## config.mk

```make
export PLATFORM = sky130hd
export DESIGN_NAME = native_regbank
export DESIGN_NICKNAME = d
export VERILOG_FILES = /design/src/rtl/native_regbank_pkg.sv /design/src/rtl/native_read_pipe.sv /design/src/rtl/native_regbank.sv
export SDC_FILE = /design/constraint.sdc
export NUM_CORES = 1
export LEC_CHECK = 0
export ABC_CLOCK_PERIOD_IN_PS = 4070
export CORE_AREA = 4 4 213 215
export CTS_CLUSTER_DIAMETER = 120
export DETAILED_ROUTE_END_ITERATION = 10
export DIE_AREA = 0 0 217 219
export GPL_TIMING_DRIVEN = 0
export PLACE_DENSITY = 0.74
export SLEW_MARGIN = 25
export SYNTH_ARGS = -nofsm -noshare
export SYNTH_HDL_FRONTEND = slang
export SYNTH_HIERARCHICAL = 1
export SYNTH_SLANG_ARGS = --single-unit
```

## constraint.sdc

```tcl
create_clock -name CLK -period 4.07 [get_ports CLK]
set_input_delay 0.814 -clock CLK [delete_from_list [all_inputs] [get_ports CLK]]
set_output_delay 0.814 -clock CLK [all_outputs]
set_load 0.03 [all_outputs]
```

## src/rtl/native_regbank_pkg.sv

```systemverilog
// native_regbank_pkg
//   Shared definitions for the native-side register bank: the value returned
//   for unmapped reads, the register-index layout helpers and the region enum
//   used by the address decoder.
//   Layout (register indices, relative to BASE_ADDR >> 2):
//     0 .. num_ctrl-1                 CTRL      (RW)
//     num_ctrl .. +num_status-1       STATUS    (RO)
//     num_ctrl+num_status             WCOUNT    (RO)
//     +1 / +2                         IRQ_STAT (W1C) / IRQ_MASK (RW),
//                                     present only with NATIVE_REGBANK_IRQ_EN
package native_regbank_pkg;

  localparam logic [31:0] UNMAPPED_VALUE = 32'hDEADC0DE;

  typedef enum logic [2:0] {
    REG_CTRL,
    REG_STATUS,
    REG_WCOUNT,
    REG_IRQ_STAT,
    REG_IRQ_MASK,
    REG_NONE
  } region_e;

  function automatic int status_base(input int num_ctrl);
    return num_ctrl;
  endfunction

  function automatic int wcount_idx(input int num_ctrl, input int num_status);
    return num_ctrl + num_status;
  endfunction

  function automatic int irq_stat_idx(input int num_ctrl, input int num_status);
    return num_ctrl + num_status + 1;
  endfunction

  function automatic int irq_mask_idx(input int num_ctrl, input int num_status);
    return num_ctrl + num_status + 2;
  endfunction

endpackage

```

## src/rtl/native_read_pipe.sv

```systemverilog
// native_read_pipe
//   LATENCY-deep delay line for read responses. A push enters stage 0 at the
//   next edge and leaves the last stage LATENCY cycles after the push cycle.
//   Each stage only reloads its data when the stage before it holds a valid
//   entry, so the output data holds its last value between valid pulses.
//   Reset clears every stage, dropping anything in flight.
// Ports
//   clk        in   1            clock
//   srst       in   1            synchronous active-high reset
//   push       in   1            new entry this cycle
//   push_data  in   DATA_WIDTH   data of the new entry
//   valid      out  1            one-cycle pulse per entry at the pipe end
//   data       out  DATA_WIDTH   data at the pipe end
module native_read_pipe #(
  parameter int unsigned DATA_WIDTH = 32,
  parameter int unsigned LATENCY    = 1
) (
  input  logic                  clk,
  input  logic                  srst,
  input  logic                  push,
  input  logic [DATA_WIDTH-1:0] push_data,
  output logic                  valid,
  output logic [DATA_WIDTH-1:0] data
);

  logic                  valid_reg    [LATENCY];
  logic [DATA_WIDTH-1:0] data_reg     [LATENCY];
  logic                  stage_valid  [LATENCY];
  logic [DATA_WIDTH-1:0] stage_data   [LATENCY];

  // Input of each stage: the push port for stage 0, the previous stage otherwise.
  for (genvar gi = 0; gi < LATENCY; gi++) begin : g_stage_in
    if (gi == 0) begin : g_first
      assign stage_valid[gi] = push;
      assign stage_data[gi]  = push_data;
    end else begin : g_rest
      assign stage_valid[gi] = valid_reg[gi-1];
      assign stage_data[gi]  = data_reg[gi-1];
    end
  end

  always_ff @(posedge clk) begin
    if (srst) begin
      for (int i = 0; i < LATENCY; i++) begin
        valid_reg[i] <= 1'b0;
        data_reg[i]  <= '0;
      end
    end else begin
      for (int i = 0; i < LATENCY; i++) begin
        valid_reg[i] <= stage_valid[i];
        if (stage_valid[i]) begin
          data_reg[i] <= stage_data[i];
        end
      end
    end
  end

  assign valid = valid_reg[LATENCY-1];
  assign data  = data_reg[LATENCY-1];

endmodule

```

## src/rtl/native_regbank.sv

```systemverilog
// native_regbank
//   Register bank on the native side of the AXI4-Lite-to-native bridge.
//   Holds RW control registers, exposes sampled RO status words and a
//   write-completion counter (WCOUNT, counts WACK pulses, wraps).
//   Reads are sampled in the REN cycle and returned READ_LATENCY cycles later.
//   Optional feature macro: NATIVE_REGBANK_IRQ_EN adds IRQ_STAT (W1C, set on
//   rising edges of IRQ_SRC) and IRQ_MASK (RW), and drives IRQ registered.
//   Without it those indices are unmapped, IRQ_SRC is ignored, IRQ is 0.
// Ports
//   CLK, RST          clock, synchronous active-high reset
//   WEN/WADDR/WDATA   write strobe, byte address, data
//   WACK              bridge write-response-accepted pulse (counted in WCOUNT)
//   REN/RADDR         read strobe, byte address
//   RDATA/RVALID      read data and its one-cycle valid pulse
//   CTRL_OUT          control registers, flat, reg i at [i*DW +: DW]
//   WR_STROBE         per-control-register pulse, the cycle after a write
//   STATUS_IN         status words, flat
//   IRQ_SRC/IRQ       interrupt sources / registered interrupt request
module native_regbank
  import native_regbank_pkg::*;
#(
  parameter int unsigned           DATA_WIDTH   = 32,
  parameter int unsigned           ADDR_WIDTH   = 32,
  parameter logic [ADDR_WIDTH-1:0] BASE_ADDR    = '0,
  parameter int unsigned           NUM_CTRL     = 8,
  parameter int unsigned           NUM_STATUS   = 4,
  parameter int unsigned           READ_LATENCY = 1,
  parameter logic [DATA_WIDTH-1:0] CTRL_RST_VAL = '0
) (
  input  logic                             CLK,
  input  logic                             RST,
  input  logic                             WEN,
  input  logic [ADDR_WIDTH-1:0]            WADDR,
  input  logic [DATA_WIDTH-1:0]            WDATA,
  input  logic                             WACK,
  input  logic                             REN,
  input  logic [ADDR_WIDTH-1:0]            RADDR,
  output logic [DATA_WIDTH-1:0]            RDATA,
  output logic                             RVALID,
  output logic [NUM_CTRL*DATA_WIDTH-1:0]   CTRL_OUT,
  output logic [NUM_CTRL-1:0]              WR_STROBE,
  input  logic [NUM_STATUS*DATA_WIDTH-1:0] STATUS_IN,
  input  logic [DATA_WIDTH-1:0]            IRQ_SRC,
  output logic                             IRQ
);

  // Region of a register index; below_base marks addresses under BASE_ADDR.
  function automatic region_e region_of(input logic below_base,
                                        input logic [ADDR_WIDTH-1:0] idx);
    region_e r;
    r = REG_NONE;
    if (!below_base) begin
      if (idx < ADDR_WIDTH'(status_base(NUM_CTRL))) begin
        r = REG_CTRL;
      end else if (idx < ADDR_WIDTH'(wcount_idx(NUM_CTRL, NUM_STATUS))) begin
        r = REG_STATUS;
      end else if (idx == ADDR_WIDTH'(wcount_idx(NUM_CTRL, NUM_STATUS))) begin
        r = REG_WCOUNT;
`ifdef NATIVE_REGBANK_IRQ_EN
      end else if (idx == ADDR_WIDTH'(irq_stat_idx(NUM_CTRL, NUM_STATUS))) begin
        r = REG_IRQ_STAT;
      end else if (idx == ADDR_WIDTH'(irq_mask_idx(NUM_CTRL, NUM_STATUS))) begin
        r = REG_IRQ_MASK;
`endif
      end
    end
    return r;
  endfunction

  // Address decode. The offset carries one extra bit so its MSB is the borrow
  // of ADDR - BASE_ADDR, i.e. "address below the base".
  logic [ADDR_WIDTH:0]   wr_off;
  logic [ADDR_WIDTH-1:0] wr_idx;
  region_e               wr_region;
  logic [ADDR_WIDTH:0]   rd_off;
  logic [ADDR_WIDTH-1:0] rd_idx;
  region_e               rd_region;

  always_comb begin
    wr_off    = {1'b0, WADDR} - {1'b0, BASE_ADDR};
    wr_idx    = ADDR_WIDTH'(wr_off >> 2);
    wr_region = region_of(wr_off[ADDR_WIDTH], wr_idx);
    rd_off    = {1'b0, RADDR} - {1'b0, BASE_ADDR};
    rd_idx    = ADDR_WIDTH'(rd_off >> 2);
    rd_region = region_of(rd_off[ADDR_WIDTH], rd_idx);
  end

  // Control registers and their write strobes.
  logic [DATA_WIDTH-1:0] ctrl_reg [NUM_CTRL];
  logic [NUM_CTRL-1:0]   ctrl_wr;
  logic [NUM_CTRL-1:0]   wr_strobe_reg;

  for (genvar gi = 0; gi < NUM_CTRL; gi++) begin : g_ctrl
    assign ctrl_wr[gi] = WEN && (wr_region == REG_CTRL) &&
                         (wr_idx == ADDR_WIDTH'(gi));
    assign CTRL_OUT[gi*DATA_WIDTH +: DATA_WIDTH] = ctrl_reg[gi];
  end

  always_ff @(posedge CLK) begin
    if (RST) begin
      for (int i = 0; i < NUM_CTRL; i++) begin
        ctrl_reg[i] <= CTRL_RST_VAL;
      end
      wr_strobe_reg <= '0;
    end else begin
      for (int i = 0; i < NUM_CTRL; i++) begin
        if (ctrl_wr[i]) begin
          ctrl_reg[i] <= WDATA;
        end
      end
      wr_strobe_reg <= ctrl_wr;
    end
  end

  assign WR_STROBE = wr_strobe_reg;

  // Write-completion counter; natural wrap at 2^DATA_WIDTH.
  logic [DATA_WIDTH-1:0] wcount_reg;

  always_ff @(posedge CLK) begin
    if (RST) begin
      wcount_reg <= '0;
    end else if (WACK) begin
      wcount_reg <= wcount_reg + 1'b1;
    end
  end

`ifdef NATIVE_REGBANK_IRQ_EN
  logic [DATA_WIDTH-1:0] irq_src_d_reg;
  logic [DATA_WIDTH-1:0] irq_stat_reg;
  logic [DATA_WIDTH-1:0] irq_stat_next;
  logic [DATA_WIDTH-1:0] irq_mask_reg;
  logic [DATA_WIDTH-1:0] irq_clr;
  logic                  irq_reg;

  // Set is applied after clear, so a new edge wins over a same-cycle W1C.
  always_comb begin
    irq_clr = '0;
    if (WEN && (wr_region == REG_IRQ_STAT)) begin
      irq_clr = WDATA;
    end
    irq_stat_next = (irq_stat_reg & ~irq_clr) | (IRQ_SRC & ~irq_src_d_reg);
  end

  always_ff @(posedge CLK) begin
    if (RST) begin
      irq_src_d_reg <= '0;
      irq_stat_reg  <= '0;
      irq_mask_reg  <= '0;
      irq_reg       <= 1'b0;
    end else begin
      irq_src_d_reg <= IRQ_SRC;
      irq_stat_reg  <= irq_stat_next;
      if (WEN && (wr_region == REG_IRQ_MASK)) begin
        irq_mask_reg <= WDATA;
      end
      irq_reg <= |(irq_stat_reg & irq_mask_reg);
    end
  end

  assign IRQ = irq_reg;
`else
  logic unused_irq_src;
  assign unused_irq_src = ^IRQ_SRC;
  assign IRQ            = 1'b0;
`endif

  // Read mux: samples registers as they are before this cycle's write lands,
  // which gives old-value semantics for a same-index WEN/REN pair.
  logic [DATA_WIDTH-1:0] rd_data_next;

  always_comb begin
    rd_data_next = DATA_WIDTH'(UNMAPPED_VALUE);
    case (rd_region)
      REG_CTRL: begin
        for (int i = 0; i < NUM_CTRL; i++) begin
          if (rd_idx == ADDR_WIDTH'(i)) begin
            rd_data_next = ctrl_reg[i];
          end
        end
      end
      REG_STATUS: begin
        for (int i = 0; i < NUM_STATUS; i++) begin
          if (rd_idx == ADDR_WIDTH'(status_base(NUM_CTRL) + i)) begin
            rd_data_next = STATUS_IN[i*DATA_WIDTH +: DATA_WIDTH];
          end
        end
      end
      REG_WCOUNT:   rd_data_next = wcount_reg;
`ifdef NATIVE_REGBANK_IRQ_EN
      REG_IRQ_STAT: rd_data_next = irq_stat_reg;
      REG_IRQ_MASK: rd_data_next = irq_mask_reg;
`endif
      default: ;
    endcase
  end

  native_read_pipe #(
    .DATA_WIDTH (DATA_WIDTH),
    .LATENCY    (READ_LATENCY)
  ) u_read_pipe (
    .clk       (CLK),
    .srst      (RST),
    .push      (REN),
    .push_data (rd_data_next),
    .valid     (RVALID),
    .data      (RDATA)
  );

endmodule
```

==> metrics <==
Worst Tran Pin Value=1020 ps; R2R setup slack=1650 ps; clock root buffer=clkbuf_16; share of the synthesized area in the top cell type=53.5%; area delta synth->final=45.9%; Routed WL=76400 µm; DR WL/cell=30.6 µm; Sink Count=329; Final Hold Viols=0; Hold Crit Class=register to register; Post-synth EDFFs=288; worst setup margin=240 ps; GR Util All Layers=30.8%; Detailed Place HPWL=59000 µm; post-CTS sizing=0; initial antenna violation count=4; FF+latch count, synth=329; Core Area=43700 µm²; min-delay src=wcount_reg[31]; number of global-route vias before repair=14600; Post-Synthesis Cell Area=16200 µm²; initial core utilization=37.0%; Die X=217 µm; Setup crit start kind=input port; Detailed Routing Iterations Pass 1=6; final non-filler cell total=2499; boundary pin count=559; Post-synth ARST share=0%; setup bufs post-CTS=0; Synthesized Nets=1575; TritonCTS clock tree=done; status=finished, final reports clean; max cap viols=0; warnings from Yosys=6; RSZ-0062 raised after global routing=false; first-pass GRT wire length=106000 µm; die footprint=47500 µm²; minimum clock period=3830 ps; relative slew slack=32.1%; CTS max path bufs=3; leading area contributor after synthesis=edfxtp_1; Worst Path Required=4310 ps; vias per inst=5.89; WP data arrival=4070 ps; GP Congestion=0.936; Post-CTS Hold Fix Bufs=0; post-route ant nets=0; # DRC=0; worst r2r src=wcount_reg[0]; H-tree depth=2; Port Buffers=518; largest net degree at the start of global routing=33; Pwr Total=9.08 mW; synth top area cells=edfxtp_1, mux4_2, mux2i_1, dfxtp_1, nor2_1; worst skew pair latency=540 ps; pre-CTS setup slack=-470 ps; site row count=77; number of nets in the layout=2140; max reg flops=256; Tcrit/Tclk final=94.1%; CP Max Fanout=15; proportion of layout cells with a drive suffix above 1=9.61%; Cells after Synth=1313; Max IR drop VDD=0.000411 V; hold path depth=2; register area share after synthesis=58.6%; highest clock rate=261 MHz; Vias=14700; WS Path Type=input port to register; clk_skew=14.8 ps; cts bufs inserted=38; Avg Inst Size Synth=12.3 µm²; total grt overflow=0; hold_ws=489 ps; reg2reg end=wcount_reg[20]; FF-to-FF path depth=6; final setup violating endpoints=0; CP endpoint kind=register; initial detailed-routing violation count=1764; Power per Cell Area=385 nW/µm²; Placed Cells=2431; Hold Crit Endpoint=wcount_reg[31]; Synth Flop Type=edfxtp_1; Final Max Slew Viols=0; DIE HEIGHT=219 µm; Synth cell types=58; Static Leakage=8.32 nW; clock-pin transition on the worst setup and hold timing paths=60 ps
## per-layer routing
layer  track usage, %  part of all wire, %
met5                0                0.047
met4             10.3                  3.8
met3             10.5                   12
met2             49.2                   46
met1             39.6                   38
## worst max-delay path, stage by stage
cell,delay [ps]
clkdlybuf4s50_1,700
clkdlybuf4s15_1,730
clkbuf_2,450
clkbuf_1,590
o21bai_4,330
buf_16,210
buf_16,180
## report_power, final
part	total (mW)	internal, mW	switching [mW]
clock	3.37	1.97	1.40
sequential	3.99	3.85	0.137
combinational	1.71	0.718	0.996
## per-stage QoR
step	instance area, µm²	setup TNS (ps)	util [%]
2_1_floorplan	16200	0	-
3_3_place_gp	22100	-332370	50.5
3_5_place_dp	22400	-36250	51.2
4_1_cts	23600	0	53.9
5_1_grt	23600	0	53.9
6_report	23600	0	53.9
## final cells by class
cell class / instances / area (µm²)
timing repair buffer: 526 / 5410
clock inverter: 15 / 158
antenna: 3 / 7.51
fill: 3797 / 20200
buffer: 109 / 483
inverter: 39 / 146
tap: 592 / 741
clock buffer: 51 / 1030
multi-input combinational: 835 / 6140
sequential: 329 / 9470
## how the worst max path moves through the flow
stage,from,end,cells after the start
floorplan,WADDR[28],ctrl_reg[0][100],6
global placement,WADDR[26],ctrl_reg[0][113],7
detailed placement,RADDR[3],u_read_pipe/data_reg[0][7],8
CTS,RADDR[3],u_read_pipe/data_reg[0][7],8
global route,RADDR[3],u_read_pipe/data_reg[0][14],8
finish,RST,ctrl_reg[1][76],7
## cell usage in the layout (no fill, tap or decap), drive strengths merged, types with 4 or more instances in the layout
cell and n:
o32ai 12, nand2b 39, nor2 187, clkbuf 119, or3 19, inv 41
a22oi 13, dfxtp 41, nand4 12, o31ai 17, or4b 7, o21bai 4
mux4 48, a21oi 19, a31oi 12, nor4 16, clkdlybuf4s50 518, xnor2 9
nor4b 5, a2111oi 7, nand4b 4, o22ai 30, buf 48, or4 10
clkinv 9, nor3 87, mux2i 89, edfxtp 288, or2 4, and4 5
nand3 24, and3b 33, nand2 40, o2bb2ai 22, o21ai 12, mux2 15
nor2b 10
## cell families after synthesis
family                     Yosys count  share of synthesized area (%)
AOI/OAI and AO/OA                  154                           6.70
muxes                              152                           13.2
and+or+nand+nor                    515                           16.9
buffers and inverters              149                           3.86
adders and majority gates            1                         0.0774
DFF                                329                           58.6
xor gates and xnor gates            12                          0.650
other                                1                         0.0232
## cell usage after synthesis (17+ instances only)
library cell	number
nand2b_1	39
dfxtp_1	41
nor2_1	187
nor3_1	87
o2bb2ai_1	22
nand3_1	24
inv_1	37
mux4_2	48
edfxtp_1	288
o31ai_1	17
buf_2	26
a21oi_1	19
or3_1	19
clkbuf_1	68
o22ai_1	30
nand2_1	40
and3b_1	24
mux2i_1	89
Note: power is estimated with default switching activity, not from simulation.
==> RTL change 1 (config.mk and constraints unchanged) <==
Set the parameter `READ_LATENCY` to 2 (it was 1).
--- a/src/rtl/native_regbank.sv
+++ b/src/rtl/native_regbank.sv
@@ -25,5 +25,5 @@
   parameter int unsigned           NUM_CTRL     = 8,
   parameter int unsigned           NUM_STATUS   = 4,
-  parameter int unsigned           READ_LATENCY = 1,
+  parameter int unsigned           READ_LATENCY = 2,
   parameter logic [DATA_WIDTH-1:0] CTRL_RST_VAL = '0
 ) (
Behaviour: not the same (a bounded check fails within 4 cycles, from zero or initial values and one cycle with RST high).
==> RTL change 1 against the unedited design <==
Critical endpoint is now u_read_pipe/data_reg[0][24]. Largest power group unchanged. Register-to-register slack better by 220 ps. Total power up 7.9%. Setup slack better by 320 ps. Routed wire length down 2.8%. Final area up 4.9%. Core utilization up 2.7 points. Area after synthesis up 7.6%. Sequential share of layout area up 2.1 points. Highest routed layer unchanged. Die area unchanged. Sequential cell count up 33. Synthesized cell count up 11%. Clock skew up 4.4 ps. First-iteration DRC count down 4.0%. Sequential power up 10%.
==> RTL change 1: results (changes against the unedited design) <==
clock buffer count: 48 (-5.9%)
Compound-Gate Fraction of Synth Area: 0.0614 (-0.00554)
async set or reset register ratio after synthesis: 0 (unchanged)
CTS Buffer Depth: 3 (unchanged)
worst skew pair latency: 560 ps (+20 ps)
#MultiIn Comb: 919 (+10%)
Filler cells: 3813 (+0.42%)
top area cells in the synthesized netlist: edfxtp_1 55%, nor2_1 6.8%, mux2i_1 6.4%
Non-clk invs: 47 (+21%)
placed instance area: 23400 um2 (+4.7%)
drt total wl: 74200 um (-2.8%)
fraction of area in multi-input gates: 0.244 (-0.0164)
Yosys cell types: 52 (-10%)
GRT met3 Usage: 0.0676 (-0.0374)
total nets after synthesis: 1724 (+9.5%)
synthesized-area fraction occupied by adder cells: 0.000719 (-0.0000550)
pre-CTS setup slack: 91.1 ps (+561 ps)
first-pass GRT wire length: 103000 um (-2.9%)
Via density: 5.50 (-6.5%)
max incr delay on CP: 700 ps (-30 ps)
EDFF count, synth: 320 (+11%)
DR iter-0 viols: 1694 (-4.0%)
maximum vdd drop: 0.268 mV (-35%)
ClkCell Share: 0.0527 (+0.00233)
DP Cell Count: 2574 (+5.9%)
Seq cells post-synth: 362 (+10%)
outcome: finished, final reports clean
Antenna diodes: 9 (+6)
post-synthesis xor/xnor area fraction: 0.0156 (+0.00910)
cts bufs inserted: 39 (+2.6%)
Leak Pwr: 9.10 nW (+9.3%)
Net Sw Frac: 0.270 (-0.00974)
fraction of area in registers: 0.422 (+0.0207)
GRT met1 Usage: 0.379 (-0.0174)
Port Buffer Count: 516 (-0.39%)
layout cells sized above 1: 0.113 (+0.0165)
Routability Congestion: 0.910 (-2.8%)
GRT Total Usage: 0.300 (-0.00777)
grt met2 use: 0.504 (+0.0118)
routed len/inst: 28.0 um (-8.5%)
Seq/Total Area, Yosys: 0.601 (+0.0148)
Worst-Margin Slew: 941 ps (-77.1 ps)
Syn Area/Cell: 11.9 um2 (-3.3%)
nets@finish: 2285 (+6.8%)
WP data arrival: 3930 ps (-140 ps)
Post-synth top cells: 320 x edfxtp_1, 314 x nor2_1, 111 x mux2i_1, 52 x clkbuf_1, 48 x nand2_1
DP HPWL: 57700 um (-2.2%)
Data buffer area share: 0.243 (-0.00671)
number of non-clock buffers: 654 (+3.0%)
Setup Skew: 19.2 ps (+4.36 ps)
CP max FO: 10 (-5)
antenna violations before repair: 10 (+6)
==> RTL change 1: layer usage <==
layer,wire (um),part of all wire,vias to the layer above
met5,37,0.00050,-
met4,3300,0.044,6
met3,6990,0.094,172
met2,35800,0.48,939
met1,28100,0.38,7123
li1,-,-,6361
==> RTL change 1: path summary, 6_finish.rpt <==
path	startpoint	to	slack (ps)	cells past startpoint
max	RADDR[3]	u_read_pipe/data_reg[0][24]	560	9
min	u_read_pipe/valid_reg[0][0]	u_read_pipe/valid_reg[0][1]	500	1
max reg2reg	ctrl_reg[1][43]	u_read_pipe/data_reg[0][11]	1870	6
min reg2reg	u_read_pipe/valid_reg[0][0]	u_read_pipe/valid_reg[0][1]	500	1
==> RTL change 1: cells by family after synthesis <==
family,count (synthesis)
adder cells (fa/ha/maj),1
multiplexers,141
AO/OA/AOI/OAI,159
flip-flops,362
AND/OR/NAND/NOR,586
buffers and inverters,181
XOR/XNOR,31
other,1
==> RTL change 1: critical path: cells and delay by family <==
kind            cells  cell delay, ps
compound gates      2             380
buf+inv             4            1790
simple gates        3             930
==> RTL change 1: metrics by stage <==
| stage | power [mW] | setup TNS, ps |
|---|---|---|
| finish | 9.80 | 0 |
| floorplan | 5.25 | 0 |
| global route | 10.0 | 0 |
| global placement | 6.15 | -121840 |
| CTS | 9.79 | 0 |
| detailed placement | 6.17 | 0 |
==> RTL change 1: power by group through the flow <==
stage | clock (mW) | sequential (mW) | combinational, mW
floorplan | 0 | 4.72 | 0.530
global placement | 0 | 4.46 | 1.68
detailed placement | 0 | 4.46 | 1.71
CTS | 3.69 | 4.38 | 1.71
global route | 3.85 | 4.40 | 1.77
finish | 3.70 | 4.39 | 1.71
==> RTL change 2 (same settings) <==
Made on the original files. Remove the case item `REG_STATUS` of the case on `rd_region`.
--- a/src/rtl/native_regbank.sv
+++ b/src/rtl/native_regbank.sv
@@ -180,11 +180,4 @@
         end
       end
-      REG_STATUS: begin
-        for (int i = 0; i < NUM_STATUS; i++) begin
-          if (rd_idx == ADDR_WIDTH'(status_base(NUM_CTRL) + i)) begin
-            rd_data_next = STATUS_IN[i*DATA_WIDTH +: DATA_WIDTH];
-          end
-        end
-      end
       REG_WCOUNT:   rd_data_next = wcount_reg;
 `ifdef NATIVE_REGBANK_IRQ_EN
Check against the original RTL: not equivalent (Yosys sat finds a counterexample within 4 cycles, from zero or initial values and one cycle with RST high).
==> RTL change 2 against the unedited design <==
Area after synthesis is 8.1% lower. Sequential power hardly changed. Final area is 10% lower. Clock skew is 3.1 ps lower. Core utilization is 5.6 points lower. Setup slack worse by 64 ps. Register-to-register slack worse by 320 ps. Worst hold slack better by 23 ps. Routed wire length is 17% lower. Critical path type unchanged. Total power is 2.2% lower. Synthesized cell count is 6.1% lower. Sequential cell count stayed put. Combinational power is 26% lower.
==> RTL change 2: results (changes against the unedited design) <==
DR iter-0 viols: 1432 (-19%)
mux contribution to synthesized area: 0.0484 (-0.0840)
Via density: 5.48 (-6.9%)
CP max FO: 10 (-5)
CP delay by family, top: simple AND/OR/NAND/NOR gates
Seq/Total Area, Yosys: 0.638 (+0.0516)
number of global-route vias before repair: 12600 (-14%)
Routability Congestion: 0.930 (-0.66%)
antenna violations before repair: 2 (-2)
total nets after synthesis: 1495 (-5.1%)
pre-CTS setup slack: -1030 ps (-556 ps)
GRT met3 Usage: 0.0807 (-0.0242)
synthesized-area fraction occupied by adder cells: 0.000842 (+0.0000682)
Leak Pwr: 7.31 nW (-12%)
DP HPWL: 49100 um (-17%)
nets@finish: 1937 (-9.5%)
outcome: finished, final reports clean
maximum vdd drop: 0.232 mV (-44%)
layout cells sized above 1: 0.0921 (-0.00398)
Post-synth top cells: 288 x edfxtp_1, 265 x nor2_1, 74 x clkbuf_1, 66 x nand2b_1, 51 x nor3_1
Port Buffer Count: 390 (-25%)
top area cells in the synthesized netlist: edfxtp_1 58%, nor2_1 6.7%, dfxtp_1 5.5%
Post-CTS Setup Repair Bufs: 2 (+2)
reg2reg path depth: 5 (-1)
highest-delay cell along the critical path: nor4_1
Setup Skew: 11.7 ps (-3.11 ps)
GRT Total Usage: 0.257 (-0.0516)
Compound-Gate Fraction of Synth Area: 0.0591 (-0.00783)
RTL change 2: changes by cell type after synthesis, sizes merged, moves of 19 or more:
cell     before  now
nor4         16   39
o2bb2ai      22    0
nor3         87   53
buf          41   17
mux4         48   16
nor2        187  265
xor2          3   22
nand2b       39   66
mux2i        89   19
RTL change 2: tightest hold or removal path, cell delays in order (launching register included):
cell     delay [ps]
dfxtp_1         330
o21ai_0          80
a21oi_1          60
RTL change 2: worst paths after layout:
kind / start / end / slack, ps
worst min-delay path: wcount_reg[29] / wcount_reg[29] / 510
worst min register to register: wcount_reg[29] / wcount_reg[29] / 510
worst max-delay path: RADDR[11] / u_read_pipe/data_reg[0][7] / 180
worst max register to register: wcount_reg[2] / wcount_reg[27] / 1330
RTL change 2: report_power, final:
part / total (mW) / internal, mW / switching, mW
Sequential: 3.98 / 3.85 / 0.127
Clock: 3.63 / 2.21 / 1.42
Combinational: 1.27 / 0.496 / 0.775
RTL change 2: layout make-up:
class                      instances  area (um2)
buffer                            92         379
clock buffer                      41         983
clock inverter                    28         335
fill                            4002       22600
inverter                          37         139
multi-input combinational        775        4960
sequential                       329        9470
tap                              592         741
timing repair buffer             402        4120
RTL change 2: routing by layer:
| metal | wire (um) | vias to the layer above | share of wire |
|---|---|---|---|
| li1 | - | 5434 | - |
| met1 | 25300 | 6233 | 0.40 |
| met2 | 29000 | 810 | 0.46 |
| met3 | 7410 | 106 | 0.12 |
| met4 | 1740 | 4 | 0.027 |
| met5 | 23 | - | 0.00036 |
RTL change 2: metrics by stage:
stage / setup TNS, ps / instances / util
floorplan: 0 / 1233 / -
global placement: -190670 / 2215 / 0.446
detailed placement: -26290 / 2223 / 0.451
CTS: 0 / 2294 / 0.482
global route: 0 / 2296 / 0.483
finish: 0 / 2296 / 0.483
